$ cat src/rtl/ysyx_22051013_idu_decq.sv
// Decode queue: buffers fetched {pc,inst} pairs in a small circular FIFO and presents
// one decoded RV32I/RV64I instruction per handshake from a registered output stage.
module ysyx_22051013_idu_decq #(
  parameter int unsigned XLEN  = 64,
  parameter int unsigned DEPTH = 4
) (
  input  logic            clk,
  input  logic            rst,
  input  logic            in_valid,
  output logic            in_ready,
  input  logic [XLEN-1:0] in_pc,
  input  logic [31:0]     in_inst,
  input  logic            flush,
  output logic            out_valid,
  input  logic            out_ready,
  output logic [XLEN-1:0] out_pc,
  output logic [31:0]     out_inst,
  output logic [4:0]      out_rd,
  output logic [4:0]      out_rs1,
  output logic [4:0]      out_rs2,
  output logic            out_rs1_ena,
  output logic            out_rs2_ena,
  output logic            out_imm_ena,
  output logic            out_load,
  output logic            out_store,
  output logic            out_branch,
  output logic            out_jump,
  output logic [1:0]      out_wb_ctl,
  output logic [3:0]      out_mem_ctl,
  output logic [XLEN-1:0] out_ext_imm,
  output logic            out_illegal
);

  localparam int unsigned PtrW = $clog2(DEPTH);
  localparam int unsigned CntW = PtrW + 1;
  localparam bit          Rv64 = (XLEN == 64);

  // Major opcodes, inst[6:2]
  localparam logic [4:0] OpLoad    = 5'b00000;
  localparam logic [4:0] OpOpImm   = 5'b00100;
  localparam logic [4:0] OpAuipc   = 5'b00101;
  localparam logic [4:0] OpOpImm32 = 5'b00110;
  localparam logic [4:0] OpStore   = 5'b01000;
  localparam logic [4:0] OpOp      = 5'b01100;
  localparam logic [4:0] OpLui     = 5'b01101;
  localparam logic [4:0] OpOp32    = 5'b01110;
  localparam logic [4:0] OpBranch  = 5'b11000;
  localparam logic [4:0] OpJalr    = 5'b11001;
  localparam logic [4:0] OpJal     = 5'b11011;
  localparam logic [4:0] OpSystem  = 5'b11100;

  typedef struct packed {
    logic            rs1_ena;
    logic            rs2_ena;
    logic            imm_ena;
    logic            load;
    logic            store;
    logic            branch;
    logic            jump;
    logic [1:0]      wb_ctl;
    logic [3:0]      mem_ctl;
    logic [XLEN-1:0] ext_imm;
  } ctl_t;

  logic [XLEN-1:0] pc_mem_q   [DEPTH];
  logic [31:0]     inst_mem_q [DEPTH];
  logic [PtrW-1:0] rd_ptr_q, rd_ptr_d;
  logic [PtrW-1:0] wr_ptr_q, wr_ptr_d;
  logic [CntW-1:0] count_q, count_d;
  logic            out_valid_q, out_valid_d;
  logic [XLEN-1:0] out_pc_q;
  logic [31:0]     out_inst_q;
  ctl_t            out_ctl_q;
  logic            out_illegal_q;

  logic            push, pop, empty;
  logic [XLEN-1:0] head_pc;
  logic [31:0]     head_inst;
  logic [2:0]      f3;
  logic [31:0]     imm_i, imm_s, imm_b, imm_u, imm_j, imm_sel;
  logic            bad;
  ctl_t            dec_ctl;
  logic            dec_illegal;

  assign in_ready = (count_q < CntW'(DEPTH)) & ~rst;
  assign empty    = (count_q == '0);
  assign push     = in_valid & in_ready & ~flush;
  // Refill the stage whenever it is empty or being consumed this cycle.
  assign pop      = ~flush & ~empty & (~out_valid_q | out_ready);

  assign head_pc   = pc_mem_q[rd_ptr_q];
  assign head_inst = inst_mem_q[rd_ptr_q];
  assign f3        = head_inst[14:12];

  assign imm_i = {{20{head_inst[31]}}, head_inst[31:20]};
  assign imm_s = {{20{head_inst[31]}}, head_inst[31:25], head_inst[11:7]};
  assign imm_b = {{19{head_inst[31]}}, head_inst[31], head_inst[7], head_inst[30:25],
                  head_inst[11:8], 1'b0};
  assign imm_u = {head_inst[31:12], 12'b0};
  assign imm_j = {{11{head_inst[31]}}, head_inst[31], head_inst[19:12], head_inst[20],
                  head_inst[30:21], 1'b0};

  always_comb begin
    dec_ctl     = '0;
    dec_illegal = 1'b0;
    imm_sel     = '0;
    bad         = 1'b0;
    unique case (head_inst[6:2])
      OpLoad: begin
        dec_ctl.load    = 1'b1;
        dec_ctl.rs1_ena = 1'b1;
        dec_ctl.imm_ena = 1'b1;
        dec_ctl.wb_ctl  = 2'b01;
        imm_sel         = imm_i;
        unique case (f3)
          3'b000:  dec_ctl.mem_ctl = 4'b1001;
          3'b001:  dec_ctl.mem_ctl = 4'b1010;
          3'b010:  dec_ctl.mem_ctl = 4'b1011;
          3'b011:  begin dec_ctl.mem_ctl = 4'b1100; bad = ~Rv64; end
          3'b100:  dec_ctl.mem_ctl = 4'b1101;
          3'b101:  dec_ctl.mem_ctl = 4'b1110;
          3'b110:  begin dec_ctl.mem_ctl = 4'b1111; bad = ~Rv64; end
          default: bad = 1'b1;
        endcase
      end
      OpStore: begin
        dec_ctl.store   = 1'b1;
        dec_ctl.rs1_ena = 1'b1;
        dec_ctl.rs2_ena = 1'b1;
        dec_ctl.imm_ena = 1'b1;
        imm_sel         = imm_s;
        unique case (f3)
          3'b000:  dec_ctl.mem_ctl = 4'b0001;
          3'b001:  dec_ctl.mem_ctl = 4'b0010;
          3'b010:  dec_ctl.mem_ctl = 4'b0100;
          3'b011:  begin dec_ctl.mem_ctl = 4'b0101; bad = ~Rv64; end
          default: bad = 1'b1;
        endcase
      end
      OpOpImm, OpOpImm32: begin
        dec_ctl.rs1_ena = 1'b1;
        dec_ctl.imm_ena = 1'b1;
        dec_ctl.wb_ctl  = 2'b10;
        imm_sel         = imm_i;
        if (head_inst[6:2] == OpOpImm32) begin
          bad = ~Rv64 | ~(f3 inside {3'b000, 3'b001, 3'b101});
        end
      end
      OpOp, OpOp32: begin
        dec_ctl.rs1_ena = 1'b1;
        dec_ctl.rs2_ena = 1'b1;
        dec_ctl.wb_ctl  = 2'b10;
        if (head_inst[6:2] == OpOp32) begin
          bad = ~Rv64 | ~(f3 inside {3'b000, 3'b001, 3'b101});
        end
      end
      OpBranch: begin
        dec_ctl.branch  = 1'b1;
        dec_ctl.rs1_ena = 1'b1;
        dec_ctl.rs2_ena = 1'b1;
        imm_sel         = imm_b;
        bad             = (f3[2:1] == 2'b01);
      end
      OpJal: begin
        dec_ctl.jump   = 1'b1;
        dec_ctl.wb_ctl = 2'b10;
        imm_sel        = imm_j;
      end
      OpJalr: begin
        dec_ctl.jump    = 1'b1;
        dec_ctl.rs1_ena = 1'b1;
        dec_ctl.wb_ctl  = 2'b10;
        imm_sel         = imm_i;
        bad             = (f3 != 3'b000);
      end
      OpLui, OpAuipc: begin
        dec_ctl.imm_ena = 1'b1;
        dec_ctl.wb_ctl  = 2'b10;
        imm_sel         = imm_u;
      end
      OpSystem: begin
        // Only the register-sourced CSR ops read rs1.
        dec_ctl.rs1_ena = f3 inside {3'b001, 3'b010, 3'b011};
        dec_ctl.imm_ena = 1'b1;
        dec_ctl.wb_ctl  = 2'b10;
        imm_sel         = imm_i;
        bad             = (f3 == 3'b100);
      end
      default: bad = 1'b1;
    endcase
    if (head_inst[1:0] != 2'b11) bad = 1'b1;
    dec_ctl.ext_imm = XLEN'($signed(imm_sel));
    dec_illegal     = bad;
    if (bad) dec_ctl = '0;
  end

  always_comb begin
    rd_ptr_d    = rd_ptr_q;
    wr_ptr_d    = wr_ptr_q;
    count_d     = count_q;
    out_valid_d = out_valid_q;
    if (flush) begin
      rd_ptr_d    = '0;
      wr_ptr_d    = '0;
      count_d     = '0;
      out_valid_d = 1'b0;
    end else begin
      if (push) wr_ptr_d = wr_ptr_q + PtrW'(1);
      if (pop)  rd_ptr_d = rd_ptr_q + PtrW'(1);
      count_d = count_q + CntW'(push) - CntW'(pop);
      if (pop) begin
        out_valid_d = 1'b1;
      end else if (out_ready) begin
        out_valid_d = 1'b0;
      end
    end
  end

  always_ff @(posedge clk) begin
    if (push) begin
      pc_mem_q[wr_ptr_q]   <= in_pc;
      inst_mem_q[wr_ptr_q] <= in_inst;
    end
  end

  always_ff @(posedge clk or posedge rst) begin
    if (rst) begin
      rd_ptr_q      <= '0;
      wr_ptr_q      <= '0;
      count_q       <= '0;
      out_valid_q   <= 1'b0;
      out_pc_q      <= '0;
      out_inst_q    <= '0;
      out_ctl_q     <= '0;
      out_illegal_q <= 1'b0;
    end else begin
      rd_ptr_q    <= rd_ptr_d;
      wr_ptr_q    <= wr_ptr_d;
      count_q     <= count_d;
      out_valid_q <= out_valid_d;
      if (pop) begin
        out_pc_q      <= head_pc;
        out_inst_q    <= head_inst;
        out_ctl_q     <= dec_ctl;
        out_illegal_q <= dec_illegal;
      end
    end
  end

  assign out_valid   = out_valid_q;
  assign out_pc      = out_pc_q;
  assign out_inst    = out_inst_q;
  assign out_rd      = out_inst_q[11:7];
  assign out_rs1     = out_inst_q[19:15];
  assign out_rs2     = out_inst_q[24:20];
  assign out_rs1_ena = out_ctl_q.rs1_ena;
  assign out_rs2_ena = out_ctl_q.rs2_ena;
  assign out_imm_ena = out_ctl_q.imm_ena;
  assign out_load    = out_ctl_q.load;
  assign out_store   = out_ctl_q.store;
  assign out_branch  = out_ctl_q.branch;
  assign out_jump    = out_ctl_q.jump;
  assign out_wb_ctl  = out_ctl_q.wb_ctl;
  assign out_mem_ctl = out_ctl_q.mem_ctl;
  assign out_ext_imm = out_ctl_q.ext_imm;
  assign out_illegal = out_illegal_q;

endmodule

$ cat config.mk
export PLATFORM = sky130hd
export DESIGN_NAME = ysyx_22051013_idu_decq
export DESIGN_NICKNAME = d
export VERILOG_FILES = /design/src/rtl/ysyx_22051013_idu_decq.sv
export SDC_FILE = /design/constraint.sdc
export NUM_CORES = 1
export LEC_CHECK = 0
export BUFFER_PORTS_ARGS = -buffer_cell sky130_fd_sc_hd__buf_2
export CAP_MARGIN = 20
export CORE_AREA = 3 3 232 234
export CTS_BUF_LIST = sky130_fd_sc_hd__clkbuf_8
export CTS_CLUSTER_DIAMETER = 120
export DETAILED_ROUTE_END_ITERATION = 12
export DIE_AREA = 0 0 235 237
export SLEW_MARGIN = 0
export SYNTH_ARGS = -nofsm -noshare
export SYNTH_HDL_FRONTEND = slang
export SYNTH_SLANG_ARGS = --single-unit
$ cat constraint.sdc
create_clock -name clk -period 7.5 [get_ports clk]
set_clock_uncertainty 0.1 [all_clocks]
set_input_delay 0.75 -clock clk [delete_from_list [all_inputs] [get_ports clk]]
set_output_delay 0.75 -clock clk [all_outputs]
set_load 0.05 [all_outputs]
==> results.yml, run 1 <==
global_route:
  grt_max_degree: 93
  antenna_found_initial: 16
  grt_use_total_pct: 16.5
  grt_first_pass_wirelength_um: 70800
  grt.overflow.total: 0
  grt_pass1_vias: 11700
detailed_routing:
  drtIter0Drc: 923
  post_drt_wl_per_cell_um: 20.1
  num_vias: 11400
  vias_per_cell: 4.95
  drc: 0
  antenna_left: 0
  first_pass_iters: 5
  drt-total-wl_um: 46400
final_layout:
  drive_above_1_share_pct: 33.1
  nNetsFinal: 1652
  fin_util_pct: 46.1
  final_cell_area_um2: 24100
  n_fill_cell: 4650
  fin_cells: 2306
  syn_to_final_growth_pct: 16.6
floorplan:
  io_pins: 292
  dieArea_um2: 55700
  initial_core_util_pct: 39.5
  die_y_um: 237
  die_width_um: 235
  coreArea_um2: 52200
  row_count: 84
placement:
  dp_cells: 2144
  gp_congestion: 0.796
  place_area_um2: 22400
  portBuffers: 291
  dp_hpwl_um: 28600
cts:
  clk_pin_slew_ns: 0.06
  cts_buffer_depth: 3
  cts.sinks: 533
  cts-root-buf: "clkbuf_8"
  clock_latency_ns: 0.64
  cts_max_level: 3
  post_cts_buffers: 0
  cts_buffers: 86
  hold_buffers: 0
  cts_tree: "yes"
  cts.repair.resized: 0
sta:
  whs_ns: 0.137
  fin_crit_ns: 3.84
  worst_pin_slew_ns: 1.00
  relSlewSlack_pct: 32.3
  hold_viol_final: 0
  grt_setup_unrepaired: "false"
  tns_ns: 0
  drv_slew: 0
  period_share_pct: 51.2
  fmaxAchievable_mhz: 260
  setup_viol: 0
synthesis:
  synth_top_area_cell: "edfxtp_1"
  synth-async-reset-ratio_pct: 28.0
  ys_seq_elements: 533
  syn_avg_cell_area_um2: 16.2
  netlist_area_um2: 20600
  ys_warn_count: 0
  synth_cells: 1272
  ys_types: 62
  synth_edf_count: 384
  dominantRegCellSynth: "edfxtp_1"
  syn_nets: 1380
  seq_area_frac_synth_pct: 73.9
  yosysTopAreaCellShare_pct: 55.8
  synth.area.top_cells: "edfxtp_1, dfrtp_1, mux4_2"
critical_path:
  cp.arrival_ns: 4.25
  cp_data_required_time_ns: 7.90
  start_kind: "flip-flop"
  crit_type: "reg -> reg"
  cp_max_fo: 34
  end_kind: "flip-flop"
pwr:
  irDropWorstVdd_v: 0.000230
  p_leak_nw: 9.58
  pwr_density_cell_nw_per_um2: 379
flow_run:
  max_cap_viol_count: 0
status:
  status: "complete, no violations"
hold_path:
  hold_path_class: "in -> async"
## final cells by class
type                            instances  area, µm²  area share (%)
Timing Repair Buffer                  302       1540            6.39
Clock inverter                         56        238           0.988
Sequential cell                       533      15300            63.4
Antenna cell                            4       10.0          0.0416
Tap cell                              688        861            3.58
Multi-Input combinational cell        611       4710            19.6
Inverter                               10       45.0           0.187
Clock buffer                          102       1400            5.83
## cell usage after synthesis (2+ instances only)
library cell / count
a21boi_0: 12
a21oi_1: 16
a22o_1: 4
a22oi_1: 4
a32o_1: 3
and2_1: 6
buf_1: 13
buf_2: 7
buf_4: 50
buf_6: 3
clkbuf_1: 44
dfrtp_1: 149
edfxtp_1: 384
ha_1: 6
inv_1: 9
mux2i_1: 2
mux4_2: 96
nand2_1: 332
nand2b_1: 6
nand3_1: 9
nand4bb_1: 2
nor2_1: 14
nor2b_1: 8
nor3_1: 3
nor3b_1: 2
o21ai_0: 10
o21ai_1: 29
o22ai_1: 4
o31ai_2: 3
o32a_1: 2
o41ai_1: 3
or2_2: 3
xnor2_1: 5
## cells in the final DEF (no fill, tap or decap), types with 5 or more instances in the layout
cell type / n
xnor2_1: 5
buf_2: 291
nand3_1: 9
clkbuf_8: 102
o21ai_1: 29
nor2_1: 14
nand2_1: 332
o21ai_0: 10
edfxtp_1: 384
a21oi_1: 16
ha_1: 6
nand2b_1: 5
clkinv_2: 6
inv_1: 51
mux4_2: 96
and2_4: 5
buf_4: 11
dfrtp_1: 147
nor2b_1: 8
a21boi_0: 12
## registers in the layout (all words and copies together) (netlist names)
| signal | flops |
|---|---|
| out_pc | 64 |
| out_rs1_ena | 1 |
| pc_mem_q | 256 |
| out_rs2_ena | 1 |
| wr_ptr_q | 2 |
| out_inst | 32 |
| out_branch | 1 |
| out_jump | 1 |
| out_illegal | 1 |
| out_load | 1 |
| out_ext_imm | 32 |
| out_wb_ctl | 1 |
| rd_ptr_q | 2 |
| count_q | 3 |
| out_valid | 1 |
| out_mem_ctl | 4 |
| out_imm_ena | 1 |
| out_store | 1 |
| inst_mem_q | 128 |
## metrics by stage
step	setup slack (ns)	power, mW
5_1_grt	3.28	9.60
6_report	3.66	9.12
4_1_cts	3.57	9.25
2_1_floorplan	2.64	6.19
3_5_place_dp	3.61	6.88
3_3_place_gp	3.68	6.85
## path summary, 6_finish.rpt
kind / startpoint / endpoint / slack, ns / cells past startpoint
max in group asynchronous: rst / rd_ptr_q[1] / 5.71 / 3
hold reg to reg: out_pc[51] / out_pc[51] / 0.37 / 2
setup / recovery: rd_ptr_q[0] / out_ext_imm[30] / 3.66 / 6
min in group clk: in_pc[53] / pc_mem_q[1][53] / 0.21 / 1
hold / removal: rst / out_valid / 0.14 / 2
setup reg to reg: rd_ptr_q[0] / out_ext_imm[30] / 3.66 / 6
## where the power goes
group | internal, mW | switching, mW
Clock | 1.23 | 1.11
Combinational | 0.828 | 2.18
Sequential | 3.50 | 0.264
Total | 5.56 | 3.56
## per-layer routing
layer,vias to the layer above,wire length (µm),global-route usage (%)
li1,5204,-,-
met1,5760,19800,21.9
met2,352,22100,26.1
met3,80,3560,5.75
met4,26,724,4.84
met5,-,152,0
## kinds of logic (layout without fill, tap and decap cells)
kind of cell	after synthesis	count (layout)	share of synthesized area [%]
adder cells (fa/ha/maj)	7	7	0.461
XOR/XNOR	6	6	0.254
AND/OR/NAND/NOR	397	397	8.05
other	0	4	0
flip-flops	533	533	73.9
multiplexers	99	99	10.6
AO/OA/AOI/OAI	102	102	3.32
buffers and inverters	128	470	3.39
## worst max-delay path, cell delays in order (launching register included)
cell	delay, ns
dfrtp_4	0.90
mux4_2	0.80
nor4b_1	0.81
a21boi_1	0.35
nor4_4	0.10
nand4_2	0.45
o21ai_0	0.18
Note: power is estimated with default switching activity, not from simulation.
==> inputs of run 2 (changes only) <==
Settings changed: ABC_AREA from default to 1, CORE_AREA 3 3 232 234 to 3 3 236 238, DIE_AREA 0 0 235 237 to 0 0 239 241.
Clock period 7.5 ns to 3.8 ns, I/O delays scaled along.
==> run 2 against run 1 <==
  * Total power grew 120%
  * Fmax increased by 27%
  * Worst hold slack better by 0.18 ns
  * Largest power group is now combinational cells
==> results.yml, run 2 <==
status:
  status: "complete, no violations"
cts:
  cts_buffers: 89
  cts_tree: "yes"
  cts_buffer_depth: 3
  cts-root-buf: "clkbuf_8"
  cts.sinks: 533
  hold_buffers: 100
  clock_latency_ns: 0.67
  cts_max_level: 3
  clk_pin_slew_ns: 0.06
  post_cts_buffers: 0
  cts.repair.resized: 0
detailed_routing:
  first_pass_iters: 5
  drtIter0Drc: 858
  antenna_left: 0
  drc: 0
  drt-total-wl_um: 53200
  num_vias: 14800
  vias_per_cell: 4.95
  post_drt_wl_per_cell_um: 17.8
critical_path:
  cp_max_fo: 82
  worstSetupEndpoint: "out_ext_imm[17]"
  start_kind: "flip-flop"
  rr_startpoint: "rd_ptr_q[0]"
  path_cells: "inv_6, buf_4, nand2_1, nand3_1, nand2_1, inv_1, nand2_1, nand3_1, nand3_2, nand2_1"
  cp-startpoint: "rd_ptr_q[0]"
  cp.arrival_ns: 3.51
  cp_common_cell: "nand2_1"
  end_kind: "flip-flop"
  cp_data_required_time_ns: 4.28
  rr_endpoint: "out_ext_imm[17]"
  crit_slowest_cell: "buf_4"
  critPathMaxStageDelay_ns: 0.65
  r2r_slack_ns: 0.77
  r2r_cells: 10
  crit_type: "reg -> reg"
floorplan:
  initial_core_util_pct: 39.8
  dieArea_um2: 57600
  io_pins: 292
  coreArea_um2: 53800
  row_count: 85
  die_y_um: 241
  die_width_um: 239
final_layout:
  fin_util_pct: 48.4
  drive_above_1_share_pct: 21.6
  syn_to_final_growth_pct: 21.5
  nNetsFinal: 2324
  mostFrequentLayoutCells: "nor2_1, edfxtp_1, nand2_1"
  largest_register_ffs: 256
  n_fill_cell: 4868
  final_common_cell: "nor2_1"
  multiInputGateArea_um2: 5170
  top_register: "pc_mem_q"
  seq_area_um2: 15300
sta:
  worst_pin_slew_ns: 0.949
  drv_slew: 0
  grt_setup_unrepaired: "false"
  whs_ns: 0.321
  hold_viol_final: 0
  fin_crit_ns: 3.03
  relSlewSlack_pct: 36.7
  fmaxAchievable_mhz: 330
  period_share_pct: 79.7
  setup_viol: 0
pwr:
  p_leak_nw: 10.7
  pwr_density_cell_nw_per_um2: 758
  irDropWorstVdd_v: 0.000473
synthesis:
  yosysTopAreaCellShare_pct: 53.8
  ys_seq_elements: 533
  syn_avg_cell_area_um2: 11.5
  dominantRegCellSynth: "edfxtp_1"
  yosysMostFrequentCell: "nor2_1"
  netlist_area_um2: 21400
  synth-async-reset-ratio_pct: 28.0
  synth_top_area_cell: "edfxtp_1"
  ys_types: 33
  synth_edf_count: 384
  yosys-top-cells-count: "nor2_1, edfxtp_1, nand2_1"
  seq_area_frac_synth_pct: 71.2
  synth_cells: 1862
  syn_nets: 1970
  ys_warn_count: 0
  synth.area.top_cells: "edfxtp_1, dfrtp_1, nor2_1"
hold_path:
  hold_path_class: "in -> async"
global_route:
  antenna_found_initial: 3
  grt_use_total_pct: 18.4
  grt_pass1_vias: 14700
  grt_first_pass_wirelength_um: 82400
  grt_max_degree: 130
  grt.overflow.total: 0
placement:
  gp_congestion: 0.887
  dp_hpwl_um: 31600
  portBuffers: 291
flow_run:
  max_cap_viol_count: 0
run 2: cell types whose count changed in the layout (fill, tap and decap cells not counted), moves of 26 or more:
cell,before,now
dlygate4sd3_1,0,100
nor2_1,14,393
o21ai_0,10,191
mux4_2,96,0
nand2_1,332,298
o21ai_1,29,3
a31oi_1,0,65
inv_1,51,77
nand3_1,9,78
run 2: per-layer routing:
metal | GRT usage, % | vias to the layer above | share of wire, %
li1 | - | 7073 | -
met1 | 22.5 | 7154 | 41
met2 | 31.3 | 468 | 49
met3 | 4.86 | 98 | 6.8
met4 | 7.15 | 4 | 2.5
met5 | 0 | - | 0.056
run 2: per-stage QoR:
stage	cell area, µm²	cells	power (mW)	setup WS [ns]	TNS (ns)
4_1_cts	26000	2988	20.0	0.756	0
3_3_place_gp	23300	2721	14.8	0.823	0
2_1_floorplan	21400	1862	13.2	-0.877	-336.84
3_5_place_dp	23300	2721	14.9	0.779	0
6_report	26000	2989	19.7	0.771	0
5_1_grt	26000	2988	20.9	0.465	0
run 2: area by class of cell:
class,count,area share (%)
well taps,696,3.35
flip-flops and latches,533,58.6
diodes,1,0.00961
clock inverters,62,1.13
clock buffers,105,5.55
repair buffers,414,10.6
inverters,53,0.827
multi-input cells,1125,19.9
run 2: worst max-delay path, delay by kind of cell (launching register included):
kind,cells,cell delay (ns)
flops,1,0.64
simple gates,7,1.16
buf+inv,3,0.97
run 2: how the worst min path moves through the flow:
stage	slack (ns)	end	cells after the start
after detailed placement	0.36	out_mem_ctl[1]	2
after floorplan	0.35	count_q[0]	1
after global routing	0.31	pc_mem_q[1][21]	2
final	0.32	out_valid	4
after global placement	0.36	out_ext_imm[7]	2
after CTS	0.28	pc_mem_q[3][38]	2
run 2: cell families after synthesis:
kind of cell	Yosys count	share of synthesized area, %
XOR/XNOR	2	0.0817
AO/OA/AOI/OAI	295	7.43
flip-flops	533	71.2
AND/OR/NAND/NOR	821	16.0
buffers and inverters	204	4.89
adder cells (fa/ha/maj)	7	0.444
run 2: power breakdown:
part           total (mW)  switching, mW  internal [mW]
logic                7.45           5.75           1.70
clock network        4.86           2.28           2.59
registers            7.41          0.454           6.95
total                19.7           8.48           11.2
==> inputs of run 3 (changes only) <==
Clock period 3.8 ns to 2.8 ns, I/O delays scaled along.
==> run 3 against run 2 <==
  * Flip-flop and latch count is the same
  * First-iteration DRC count grew 25%
  * Register-to-register slack lost 0.57 ns
  * Largest cell class unchanged
  * Final cell count grew 0.70%
==> results.yml, run 3 (same netlist as run 2, synthesis figures left out) <==
detailed_routing:
  first_pass_iters: 5
  post_drt_wl_per_cell_um: 18.0
  drt-total-wl_um: 54100
  drtIter0Drc: 1072
  antenna_left: 0
  num_vias: 14800
  vias_per_cell: 4.93
  drc: 0
sta:
  fin_crit_ns: 2.60
  relSlewSlack_pct: 36.9
  worst_pin_slew_ns: 0.947
  tns_ns: 0
  hold_viol_final: 0
  fmaxAchievable_mhz: 384
  period_share_pct: 92.9
  setup_viol: 0
  grt_setup_unrepaired: "false"
  drv_slew: 0
  whs_ns: 0.252
floorplan:
  io_pins: 292
  initial_core_util_pct: 39.8
  coreArea_um2: 53800
  die_y_um: 241
  die_width_um: 239
  row_count: 85
  dieArea_um2: 57600
pwr:
  p_comb_share_pct: 37.9
  switchingPower_mw: 11.6
  intPower_mw: 15.6
  pwr_density_cell_nw_per_um2: 1030
  p_leak_nw: 10.8
  pwr-share-clk_pct: 25.2
  p_sw_share_pct: 42.7
  irDropWorstVdd_v: 0.000793
  total_power_mw: 27.2
  p_seq_share_pct: 36.9
final_layout:
  largest_register_ffs: 256
  final_common_cell: "nor2_1"
  syn_to_final_growth_pct: 22.9
  final_cell_area_um2: 26300
  nNetsFinal: 2344
  mostFrequentLayoutCells: "nor2_1, edfxtp_1, nand2_1"
  drive_above_1_share_pct: 22.8
  n_fill_cell: 4889
  top_register: "pc_mem_q"
critical_path:
  end_kind: "flip-flop"
  start_kind: "flip-flop"
  r2r_slack_ns: 0.20
  cp_max_fo: 17
  cp_data_required_time_ns: 3.30
  cp.arrival_ns: 3.10
  crit_type: "reg -> reg"
cts:
  cts_buffer_depth: 3
  clk_pin_slew_ns: 0.06
  cts_max_level: 3
  cts_tree: "yes"
  cts.sinks: 533
  cts_buffers: 89
  cts-root-buf: "clkbuf_8"
  clock_latency_ns: 0.67
  post_cts_buffers: 0
global_route:
  grt_pass1_vias: 14400
  grt_use_total_pct: 18.5
  antenna_found_initial: 4
  grt_first_pass_wirelength_um: 82200
  grt.overflow.total: 0
  grt_max_degree: 90
hold_path:
  hold_path_class: "in -> async"
placement:
  dp_hpwl_um: 32900
  place_area_um2: 23500
  gp_congestion: 0.871
  portBuffers: 291
flow_run:
  max_cap_viol_count: 0
status:
  status: "complete, no violations"
run 3: path summary, 6_finish.rpt:
| check | start | endpoint | cells past startpoint |
|---|---|---|---|
| worst min-delay path | rst | count_q[2] | 3 |
| min in group clk | in_pc[33] | pc_mem_q[3][33] | 2 |
| worst max-delay path | rd_ptr_q[0] | out_ext_imm[0] | 13 |
| worst min register to register | out_imm_ena | out_imm_ena | 2 |
| max in group asynchronous | rst | out_inst[15] | 4 |
| worst max register to register | rd_ptr_q[0] | out_ext_imm[0] | 13 |
run 3: repair_timing:
action	CTS	global route
hold buffers	100	0
setup endpoints to repair	0	16
resized for setup	0	3
endpoints found under the hold margin	416	0
run 3: stage by stage:
| step | utilization, % | std cells | worst slack [ns] |
|---|---|---|---|
| CTS | 48.9 | 3006 | 0.140 |
| floorplan | - | 1862 | -0.128 |
| detailed placement | 43.7 | 2740 | 0.135 |
| finish | 49.0 | 3010 | 0.198 |
| global placement | 43.7 | 2740 | 0.206 |
| global route | 49.0 | 3009 | 0.0158 |
run 3: routing by layer:
metal | vias to the layer above | track usage, % | part of all wire [%]
met5 | - | 0 | 0.024
met3 | 83 | 4.67 | 6.6
met4 | 2 | 6.23 | 2.0
met2 | 461 | 30.5 | 48
met1 | 7149 | 24.0 | 43
li1 | 7134 | - | -
run 3: layout make-up:
cell class	instances	area (µm²)	share of cell area, %
flip-flops and latches	533	15300	57.9
multi-input cells	1125	5190	19.7
repair buffers	434	2990	11.3
clock buffers	108	1490	5.64
well taps	696	871	3.31
clock inverters	58	315	1.20
inverters	53	215	0.817
diodes	3	7.51	0.0285
run 3: power by group through the flow:
stage | Sequential, mW | Clock (mW) | Combinational (mW)
floorplan | 12.6 | 0 | 5.26
global placement | 10.2 | 0 | 10.1
detailed placement | 10.2 | 0 | 10.2
CTS | 10.1 | 7.04 | 10.3
global route | 10.2 | 7.42 | 11.2
finish | 10.0 | 6.84 | 10.3
run 3: critical path, cell delays in order, from the launching register on:
cell and delay [ns]:
dfrtp_4 0.56, buf_4 0.21, nand2_1 0.07, nand3_1 0.09, nand2_2 0.18, nand2_2 0.16
nor2_8 0.21, nand2_1 0.12, nand3_2 0.10, nor2_2 0.07, nor2_8 0.24, clkbuf_16 0.26
nand3_1 0.08, nand2_1 0.08
